[src/rtl/encoder_pkg.sv]
// rtl/encoder_pkg.sv - shared constants and state type for the 8-to-3 priority encoder
package encoder_pkg;

    localparam int N_LINES = 8;
    localparam int CODE_W  = 3;

    typedef enum logic {
        IDLE = 1'b0,
        HOLD = 1'b1
    } enc_state_t;

endpackage

[src/rtl/prio_pick_8to3.sv]
// rtl/prio_pick_8to3.sv - combinational vector-to-index priority pick
//
// Ports:
//   vec   in  [N_LINES-1:0]  candidate lines
//   code  out [CODE_W-1:0]   index of the winning line (0 when found=0)
//   found out                vec has at least one bit set
// HIGH_FIRST=1 picks the highest set index, 0 the lowest.
module prio_pick_8to3
    import encoder_pkg::*;
#(
    parameter bit HIGH_FIRST = 1'b1
) (
    input  logic [N_LINES-1:0] vec,
    output logic [CODE_W-1:0]  code,
    output logic               found
);

    // The loop direction makes the last assignment the winner.
    always_comb begin
        code  = '0;
        found = |vec;
        if (HIGH_FIRST) begin
            for (int i = 0; i < N_LINES; i++) begin
                if (vec[i]) begin
                    code = CODE_W'(i);
                end
            end
        end else begin
            for (int i = N_LINES - 1; i >= 0; i--) begin
                if (vec[i]) begin
                    code = CODE_W'(i);
                end
            end
        end
    end

endmodule

[src/rtl/priority_encoder_8to3.sv]
// rtl/priority_encoder_8to3.sv - sticky-pending 8-to-3 priority encoder with valid/ready drain
//
// Ports:
//   clk      in            rising-edge clock
//   rst_n    in            asynchronous active-low reset
//   a        in  [7:0]     request lines, a high bit at an edge is an event
//   enable   in            0 = ignore a (pending events still drain)
//   flush    in            synchronous clear of pending events and output
//   y        out [2:0]     encoded line index, held while valid && !ready
//   valid    out           y holds a code
//   ready    in            consumer accepts y on valid && ready
//   pending  out [7:0]     events waiting, excluding the code in y
//   overrun  out           one-cycle pulse: event merged into an already-pending line
module priority_encoder_8to3
    import encoder_pkg::*;
#(
    parameter bit PRIO_HIGH_FIRST = 1'b1
) (
    input  logic               clk,
    input  logic               rst_n,
    input  logic [N_LINES-1:0] a,
    input  logic               enable,
    input  logic               flush,
    output logic [CODE_W-1:0]  y,
    output logic               valid,
    input  logic               ready,
    output logic [N_LINES-1:0] pending,
    output logic               overrun
);

    enc_state_t         state_q, state_d;
    logic [CODE_W-1:0]  y_q, y_d;
    logic               valid_q, valid_d;
    logic [N_LINES-1:0] pending_q, pending_d;
    logic               overrun_q, overrun_d;

    logic [CODE_W-1:0]  pick_code;
    logic               pick_found;
    logic [N_LINES-1:0] cap;
    logic [N_LINES-1:0] served;
    logic               accept;
    logic               load;

    prio_pick_8to3 #(
        .HIGH_FIRST (PRIO_HIGH_FIRST)
    ) u_pick (
        .vec   (pending_q),
        .code  (pick_code),
        .found (pick_found)
    );

    always_comb begin
        state_d   = state_q;
        y_d       = y_q;
        valid_d   = valid_q;
        pending_d = pending_q;
        overrun_d = 1'b0;

        // Flush discards this cycle's capture as well as everything pending.
        cap    = flush ? '0 : (a & {N_LINES{enable}});
        accept = valid_q && ready;
        // A new code loads when the output slot is free now or is freed this edge.
        load   = !flush && pick_found && ((state_q == IDLE) || accept);
        served = load ? (N_LINES'(1) << pick_code) : '0;

        if (flush) begin
            state_d   = IDLE;
            valid_d   = 1'b0;
            y_d       = '0;
            pending_d = '0;
        end else begin
            // Capture is OR-ed after the clear, so a bit served and
            // re-requested at the same edge stays pending.
            pending_d = (pending_q & ~served) | cap;
            overrun_d = |(cap & pending_q & ~served);
            case (state_q)
                IDLE: begin
                    if (load) begin
                        y_d     = pick_code;
                        valid_d = 1'b1;
                        state_d = HOLD;
                    end
                end
                HOLD: begin
                    if (accept) begin
                        if (load) begin
                            y_d = pick_code;
                        end else begin
                            valid_d = 1'b0;
                            state_d = IDLE;
                        end
                    end
                end
                default: begin
                    state_d = IDLE;
                    valid_d = 1'b0;
                end
            endcase
        end
    end

    always_ff @(posedge clk or negedge rst_n) begin
        if (!rst_n) begin
            state_q   <= IDLE;
            y_q       <= '0;
            valid_q   <= 1'b0;
            pending_q <= '0;
            overrun_q <= 1'b0;
        end else begin
            state_q   <= state_d;
            y_q       <= y_d;
            valid_q   <= valid_d;
            pending_q <= pending_d;
            overrun_q <= overrun_d;
        end
    end

    assign y       = y_q;
    assign valid   = valid_q;
    assign pending = pending_q;
    assign overrun = overrun_q;

endmodule

[config.mk]
export PLATFORM = sky130hd
export DESIGN_NAME = priority_encoder_8to3
export DESIGN_NICKNAME = d
export VERILOG_FILES = /design/src/rtl/encoder_pkg.sv /design/src/rtl/prio_pick_8to3.sv /design/src/rtl/priority_encoder_8to3.sv
export SDC_FILE = /design/constraint.sdc
export NUM_CORES = 1
export LEC_CHECK = 0
export CORE_ASPECT_RATIO = 1.25
export CORE_MARGIN = 2
export CORE_UTILIZATION = 25
export DETAILED_ROUTE_END_ITERATION = 10
export PLACE_DENSITY = 0.47
export SYNTH_ARGS = -nofsm -noshare
export SYNTH_HDL_FRONTEND = slang
export SYNTH_SLANG_ARGS = --single-unit
[constraint.sdc]
create_clock -name clk -period 1.4 [get_ports clk]
set_input_delay 0.35 -clock clk [delete_from_list [all_inputs] [get_ports clk]]
set_output_delay 0.35 -clock clk [all_outputs]
set_load 0.02 [all_outputs]
After elaboration in Yosys (flattened, before gate mapping) --
Index checks and enable logic that the tools add are counted.
Word-level totals: register bits 14, bits of input ports 13, output and inout port bits 13, word-level logic and storage cells 48
Cells by class: eq/ne operators 3, shift-type cells 1, muxes and demuxes 24, bitwise gates (word level) 7, reduce and logical (&&, ||, !) cells 8
Operator list (count):
- 8-bit bitwise AND | 4
- 8-bit 2-to-1 mux | 3
- 3-bit 2-to-1 mux | 7
- 8-bit OR reduction | 2
- 1-bit 2-to-1 mux | 9
- 8-bit inverter | 1
- 8-bit bitwise OR | 1
- 1-bit by 3-bit left shift with 8-bit output (first input constant) | 1
- 3-bit != test (second input constant) | 2
- 3-bit case mux with 2 select lines | 1
- 2-bit 2-to-1 mux | 2
- 1-bit case mux with 2 select lines | 2
- 1-bit logical AND | 3
- 3-bit by 2-bit != test with 1-bit output (second input constant) | 1
- 3-bit AND reduction | 1
- 1-bit logical NOT | 1
- 1-bit logical OR | 1
- 1-bit inverter | 1

Longest topological paths before layout --
Gate-level depths: netlist of the first run.
word-level depth 13, gate-level depth with buffers 6, depth with buffers taken out 5

Modules after synthesis --
A second synthesis of the first run with hierarchy kept.
Unflattened totals: cells, all modules 89, area, all modules 817.0 µm²
By module, submodules not included:
- priority_encoder_8to3 | instances 1, cells each 77, area each 750.7 µm², seq. area each 350.3 µm²
- prio_pick_8to3 | instances 1, cells each 12, area each 66.3 µm², seq. area each 0.0 µm²

Least setup slack after synthesis of the first run --
Ideal clock, no wire load.
kind register to register, start point register pending_q[4] (netlist: pending[4]), end point register overrun_q (netlist: overrun), library setup time 0.134 ns, data arrival time 1.358 ns, required time 1.266 ns, setup slack -0.092 ns, stages on the path, launching flop included 6, buffers on the path 0, clock period less this slack 1.492 ns, cells stage by stage dfrtp_1 inv_1 a221oi_4 o221ai_1 o21ai_1 nand4_1
Between the ends: word-level cells in the longest chain between the ends 10, elaborated cells on any way between the ends 14, classes of those cells shift (1); mux (6); bitwise (3); reduce/logical (4)
RTL lines:
- start: declaration | line priority_encoder_8to3.sv:34 | logic [N_LINES-1:0] pending_q, pending_d;
- start signal: assignment | line priority_encoder_8to3.sv:113 | pending_q <= pending_d;
- 3-bit 2-to-1 mux (4 in series) | line prio_pick_8to3.sv:24 | if (vec[i]) begin
- 1-bit by 3-bit left shift with 8-bit output | line priority_encoder_8to3.sv:64 | served = load ? (N_LINES'(1) << pick_code) : '0;
- 8-bit 2-to-1 mux | line priority_encoder_8to3.sv:64
- 8-bit inverter | line priority_encoder_8to3.sv:75 | overrun_d = |(cap & pending_q & ~served);
- 8-bit bitwise AND * | line priority_encoder_8to3.sv:75
- 8-bit OR reduction * | line priority_encoder_8to3.sv:75
- 1-bit 2-to-1 mux * | line priority_encoder_8to3.sv:66 | if (flush) begin
- via overrun_d | line priority_encoder_8to3.sv:35 | logic overrun_q, overrun_d;
- end signal: assignment | line priority_encoder_8to3.sv:114 | overrun_q <= overrun_d;
- end: declaration | line priority_encoder_8to3.sv:35
The timed path passes the listed nets; every way through them passes the cells marked *. A chain may end at the register's enable or synchronous reset.

Final worst setup path of the first run --
Same ends and word-level chain as after synthesis.

==> results of run 1 <==
==> metal layers <==
layer | vias to the layer above | wire length [um] | GRT usage (%)
met3 | 4 | 74 | 1.99
met4 | 0 | 69 | 11.0
met2 | 20 | 1440 | 27.7
li1 | 447 | - | -
met1 | 446 | 1080 | 17.7
met5 | - | 0 | 0
==> per-stage QoR <==
| step | TNS, ps | total power, mW |
|---|---|---|
| finish | -164 | 1.36 |
| global route | -980 | 1.44 |
| CTS | -96.2 | 1.33 |
| detailed placement | -3340 | 0.911 |
| global placement | -3100 | 0.906 |
| floorplan | -29.3 | 0.691 |
==> final cells by class <==
cell class / instances / area [sq um] / area share [%]
Inverter: 4 / 15.0 / 1.06
Clock buffer: 4 / 55.1 / 3.89
Sequential cell: 14 / 357 / 25.2
Timing Repair Buffer: 53 / 457 / 32.2
Multi-Input combinational cell: 72 / 487 / 34.4
Tap cell: 37 / 46.3 / 3.27
==> placed cells by master, fill, tap and decap left out, types with 2 or more instances in the layout <==
cell type        instances
o21ai_0                  7
clkdlybuf4s15_2          5
inv_2                    2
dfrtp_2                  5
nand2_1                 19
nor2b_1                  2
clkbuf_8                 4
buf_4                   28
a21oi_1                  6
o2111ai_2                2
inv_1                    2
dfrtp_1                  9
nor4_4                   2
clkdlybuf4s15_1          2
nor2_1                   5
dlygate4sd2_1            6
o21ai_1                  5
clkdlybuf4s50_1         10
nor3_1                   3
==> cells by family after synthesis <==
kind of cell | share of synthesized area [%]
AO/OA/AOI/OAI | 28.7
buffers and inverters | 4.62
flip-flops | 43.1
AND/OR/NAND/NOR | 23.6
==> registers in the layout (all words and copies together) (netlist names) <==
| signal | flops |
|---|---|
| valid | 1 |
| pending | 8 |
| y | 3 |
| state_q | 1 |
| overrun | 1 |
==> Yosys cell counts <==
cell type	number
nand2b_1	1
o221ai_1	1
a221oi_1	1
dfrtp_1	14
nor2_1	6
nand2_1	19
nor3_1	3
o22ai_1	1
clkbuf_8	1
nand4_1	1
o21ai_1	5
a21boi_4	1
inv_1	4
a21oi_1	8
a211oi_1	1
o2111ai_1	2
nor4_2	2
nand3_1	1
buf_2	1
clkbuf_1	1
o21ai_0	8
a211o_2	1
a22o_2	1
a221oi_4	1
a31oi_1	1
a22oi_1	1
and2_1	1
nor2b_1	2
nor4_1	2
and2b_2	1
==> worst max-delay path: stages (launching register included) <==
cell,delay (ps)
dfrtp_2,470
nor4_4,410
nand2_1,180
o2111ai_2,200
nand4_1,100
==> repair_timing <==
item | in CTS | in global routing
gates resized for setup | 31 | 11
setup buffers | 6 | 3
setup endpoints to repair | 22 | 15
pin swaps | 5 | 9
==> power by group <==
group,switching [mW],leakage [nW],total [mW],internal [mW]
logic,0.223,0.422,0.452,0.229
clock network,0.163,0.0288,0.413,0.250
registers,0.0468,0.176,0.490,0.443
total,0.433,0.627,1.36,0.922
==> worst max path at each step <==
stage,endpoint,depth (start not counted)
2_1_floorplan,overrun,5
3_3_place_gp,overrun,5
3_5_place_dp,overrun,5
4_1_cts,overrun,4
5_1_grt,overrun,4
6_report,overrun,4
==> impl_metrics.env, run 1 <==
export IMPL_die_area_sq_mm=0.00372
export IMPL_cts_tree="built"
export IMPL_pre_cts_slack_ps=-452
export IMPL_seq_area_frac_synth_pct=43.1
export IMPL_route_vias_total=917
export IMPL_fp_dieW_um=55.0
export IMPL_crit_required_ps=1530
export IMPL_avgRoutedWirePerCell_um=14.5
export IMPL_outcome="complete, but fails checks"
export IMPL_fmax_mhz=674
export IMPL_path_class="reg2reg"
export IMPL_finalMaxSlewViolations=0
export IMPL_core_rowCount=23
export IMPL_first_iter_violations=19
export IMPL_numCtsBuffers=3
export IMPL_r2r_end="overrun"
export IMPL_start_kind="flop"
export IMPL_p_leak_nw=0.627
export IMPL_peakVddDrop_mv=0.528
export IMPL_avgSynthCellArea_sq_um=8.73
export IMPL_place_hpwl_um=2000
export IMPL_grt_antenna_before_repair=0
export IMPL_yosysWarnings=0
export IMPL_worstReg2RegStart="pending[4]"
export IMPL_hold_ws_ps=403
export IMPL_place_area_sq_mm=0.00126
export IMPL_start_util_pct=25.7
export IMPL_fin_crit_sh_pct=106
export IMPL_slew_limit_headroom_pct=76.5
export IMPL_vias_per_cell=4.98
export IMPL_clk_latency_ps=250
export IMPL_root_buffer="clkbuf_8"
export IMPL_synthesis_nets=106
export IMPL_grt_pass1_vias=893
export IMPL_final_util_pct=44.7
export IMPL_htree_levels=1
export IMPL_drive_gt1_share_pct=40.8
export IMPL_gp_routability_congestion=0.807
export IMPL_grt_max_degree=15
export IMPL_p_per_area_mw_per_mm2=957
export IMPL_cts_sinks=14
export IMPL_arrival_ps=1620
export IMPL_violations="setup timing"
export IMPL_drc=0
export IMPL_track_usage_pct=16.1
export IMPL_fillers=328
export IMPL_clk_path_buf_depth=2
export IMPL_ys_types=30
export IMPL_syn_inst=93
export IMPL_core_sq_mm=0.00317
export IMPL_finalHoldViolCount=0
export IMPL_r2r_slack_ps=-80
export IMPL_io_buffer_count=25
export IMPL_gr_total_overflow=0
export IMPL_yosysTopAreaCellShare_pct=43.1
export IMPL_path_clk_slew_ps=60
export IMPL_hold_buffers=0
export IMPL_reg2reg_depth=4
export IMPL_ys_seq_elements=14
export IMPL_routed_wl_um=2670
export IMPL_syn_area_sq_um=812
export IMPL_yosysTopAreaCell="dfrtp_1"
export IMPL_fin_cells=184
export IMPL_synth_area_leaders="dfrtp_1 (43%), nand2_1 (8.8%), a21oi_1 (4.9%)"
export IMPL_fin_ws_ps=-84.4
export IMPL_grt_pass1_wl_um=4080
export IMPL_cp_max_fo=7
export IMPL_dr_pass1_iters=4
export IMPL_n_antenna_cell=0
export IMPL_drv_cap=0
export IMPL_final_cell_area_sq_mm=0.00142
export IMPL_place_inst=171
export IMPL_period_needed_ps=1480
export IMPL_skew_ps=3.07
export IMPL_rsz0062_at_grt="true"
export IMPL_final_nets=161
export IMPL_die_h_um=67.7
export IMPL_worst_pin_slew_ps=350
export IMPL_worstSetupEndpointType="flop"
export IMPL_io_pins=26
export IMPL_ant_nets=0
export IMPL_crit_start="pending[4]"
export IMPL_min_path_type="in2async"
export IMPL_finalSetupViolCount=5
export IMPL_area_delta_synth_final_pct=74.4
Power figures use the tool's default switching activity.
==> run 2, diff against run 1 <==
--- a/config.mk
+++ b/config.mk
@@ -7,9 +7,11 @@
 export LEC_CHECK = 0
 export CORE_ASPECT_RATIO = 1.25
 export CORE_MARGIN = 2
-export CORE_UTILIZATION = 25
+export CORE_UTILIZATION = 35
 export DETAILED_ROUTE_END_ITERATION = 10
-export PLACE_DENSITY = 0.47
+export GPL_TIMING_DRIVEN = 0
+export PLACE_DENSITY = 0.63
 export SYNTH_ARGS = -nofsm -noshare
 export SYNTH_HDL_FRONTEND = slang
+export SYNTH_HIERARCHICAL = 1
 export SYNTH_SLANG_ARGS = --single-unit
==> run 2 against run 1 <==
The run still ends with setup timing left. Global-route usage is 3.6 points higher. Utilization is 19 points higher. Synthesized cell count is 4.3% lower.
==> impl_metrics.env, run 2 <==
export IMPL_fp_dieW_um=47.2
export IMPL_yosysTopAreaCell="dfrtp_1"
export IMPL_finalMaxSlewViolations=0
export IMPL_layout_common_cells="buf_4 (13), buf_6 (13), nand2_1 (11)"
export IMPL_fin_setup_tns_ps=-1720
export IMPL_synth_adder_area_share_pct=0
export IMPL_routed_wl_um=2520
export IMPL_first_iter_violations=15
export IMPL_area_delta_synth_final_pct=73.5
export IMPL_yosysWarnings=6
export IMPL_r2r_end="overrun"
export IMPL_slew_limit_headroom_pct=55.4
export IMPL_largest_reg_flops=8
export IMPL_crit_required_ps=1550
export IMPL_synth_compound_area_share_pct=31.4
export IMPL_fin_ws_ps=-439
export IMPL_drc=0
export IMPL_arrival_ps=1990
export IMPL_htree_levels=1
export IMPL_die_h_um=58.0
export IMPL_seq_area_frac_synth_pct=42.9
export IMPL_worstReg2RegStart="pending[2]"
export IMPL_slowest_stage="dfrtp_2"
export IMPL_synth_most_common_cell="dfrtp_1"
export IMPL_outcome="complete, but fails checks"
export IMPL_gr_total_overflow=0
export IMPL_yosys_mux_area_fraction_pct=0
export IMPL_synth_area_leaders="dfrtp_1 (43%), o21ai_0 (6.7%), nand2_1 (6.0%)"
export IMPL_cp_max_fo=6
export IMPL_grt_antenna_before_repair=0
export IMPL_final_util_pct=64.1
export IMPL_die_area_sq_mm=0.00274
export IMPL_violations="setup timing"
export IMPL_p_per_area_mw_per_mm2=933
export IMPL_clk_path_buf_depth=2
export IMPL_synth_simple_area_share_pct=22.4
export IMPL_route_vias_total=923
export IMPL_yosysTopAreaCellShare_pct=42.9
export IMPL_core_sq_mm=0.00221
export IMPL_cpPeakStageDelay_ps=450
export IMPL_period_needed_ps=1840
export IMPL_min_path_type="in2async"
export IMPL_drv_cap=0
export IMPL_vias_per_cell=5.40
export IMPL_finalSetupViolCount=12
export IMPL_worstSetupEndpointType="flop"
export IMPL_dr_pass1_iters=4
export IMPL_rsz0062_at_grt="true"
export IMPL_avgRoutedWirePerCell_um=14.7
export IMPL_place_hpwl_um=1500
export IMPL_drive_gt1_share_pct=47.9
export IMPL_hold_ws_ps=458
export IMPL_place_inst=145
export IMPL_io_buffer_count=25
export IMPL_synth_top_family_by_area="compound AO/OA/AOI/OAI gates"
export IMPL_grt_max_degree=15
export IMPL_grt_pass1_wl_um=3890
export IMPL_worst_pin_slew_ps=668
export IMPL_cts_sinks=14
export IMPL_finalHoldViolCount=0
export IMPL_path_clk_slew_ps=90
export IMPL_track_usage_pct=19.7
export IMPL_r2r_slack_ps=-440
export IMPL_final_cell_area_sq_mm=0.00142
export IMPL_path_class="reg2reg"
export IMPL_synthTopCellsByCount="dfrtp_1 (14), nand2_1 (13), o21ai_0 (11)"
export IMPL_start_kind="flop"
export IMPL_worstSetupEndpoint="overrun"
export IMPL_fmax_mhz=544
export IMPL_ys_types=30
export IMPL_syn_inst=89
export IMPL_fin_crit_sh_pct=131
export IMPL_place_area_sq_mm=0.00113
export IMPL_numCtsBuffers=3
export IMPL_fin_cells=171
export IMPL_synthesis_nets=102
export IMPL_p_leak_nw=0.623
export IMPL_grt_pass1_vias=878
export IMPL_n_antenna_cell=0
export IMPL_final_nets=154
export IMPL_ant_nets=0
export IMPL_synth_xor_area_share_pct=0
export IMPL_synth_ff_type="dfrtp_1"
export IMPL_syn_area_sq_um=817
export IMPL_ys_seq_elements=14
export IMPL_clk_latency_ps=290
export IMPL_io_pins=26
export IMPL_skew_ps=3.38
export IMPL_synth_edf_count=0
export IMPL_cts_tree="built"
export IMPL_reg2reg_depth=7
export IMPL_path_cells="inv_2, a21oi_2, o31ai_4, nand2_2, o2111a_1, nor4_2, o2111ai_1"
export IMPL_peakVddDrop_mv=0.637
export IMPL_avgSynthCellArea_sq_um=9.18
export IMPL_core_rowCount=19
export IMPL_gp_routability_congestion=0.749
export IMPL_root_buffer="clkbuf_4"
export IMPL_crit_start="pending[2]"
export IMPL_start_util_pct=37.0
export IMPL_synthArstFlopShare_pct=100
==> run 2: layout make-up <==
class / instances / area, sq um
fill: 206 / 793
multi-input combinational: 69 / 529
timing repair buffer: 47 / 427
sequential: 14 / 359
tap: 31 / 38.8
clock buffer: 4 / 36.3
buffer: 3 / 16.3
inverter: 3 / 11.3
==> run 2: critical path, delay by kind of cell, from the launching register on <==
family	cells	cell delay [ps]
AND/OR/NAND/NOR	2	370
flip-flops	1	450
buffers and inverters	1	70
AO/OA/AOI/OAI	4	800
==> run 2: worst min-delay path by stage <==
| stage | from | endpoint | slack (ps) | cells after the start |
|---|---|---|---|---|
| floorplan | rst_n | overrun | 50 | 0 |
| finish | rst_n | valid | 460 | 1 |
| detailed placement | state_q | valid | 460 | 1 |
| CTS | state_q | valid | 470 | 1 |
| global route | rst_n | y[1] | 510 | 1 |
| global placement | state_q | valid | 460 | 1 |
==> run 2: repair_timing <==
action                     4_1_cts  5_1_grt
pin swaps                        8        4
hold endpoints to repair         0        0
setup buffers                   15        7
setup endpoints to repair       26       22
gates resized for setup         55       19
hold buffers                     0        0
==> run 2: cell families (layout without fill, tap and decap cells) <==
group / after synthesis / after routing
AND/OR/NAND/NOR: 33 / 33
AO/OA/AOI/OAI: 36 / 36
buffers and inverters: 6 / 57
flip-flops: 14 / 14
==> run 2: per-stage QoR <==
step | setup WS [ps] | power [mW]
2_1_floorplan | -353 | 0.701
3_3_place_gp | -683 | 0.862
3_5_place_dp | -685 | 0.864
4_1_cts | -361 | 1.25
5_1_grt | -489 | 1.39
6_report | -439 | 1.32
==> run 2: routing by layer <==
layer / vias up / global-route usage [%] / routed length, um
met3: 11 / 3.12 / 119
met2: 39 / 30.7 / 1320
li1: 432 / - / -
met5: - / 0 / 0
met4: 0 / 8.33 / 60
met1: 441 / 26.4 / 1020
==> run 2: power by group <==
| group | switching [mW] | internal (mW) |
|---|---|---|
| clock network | 0.145 | 0.158 |
| logic | 0.266 | 0.264 |
| registers | 0.0434 | 0.446 |
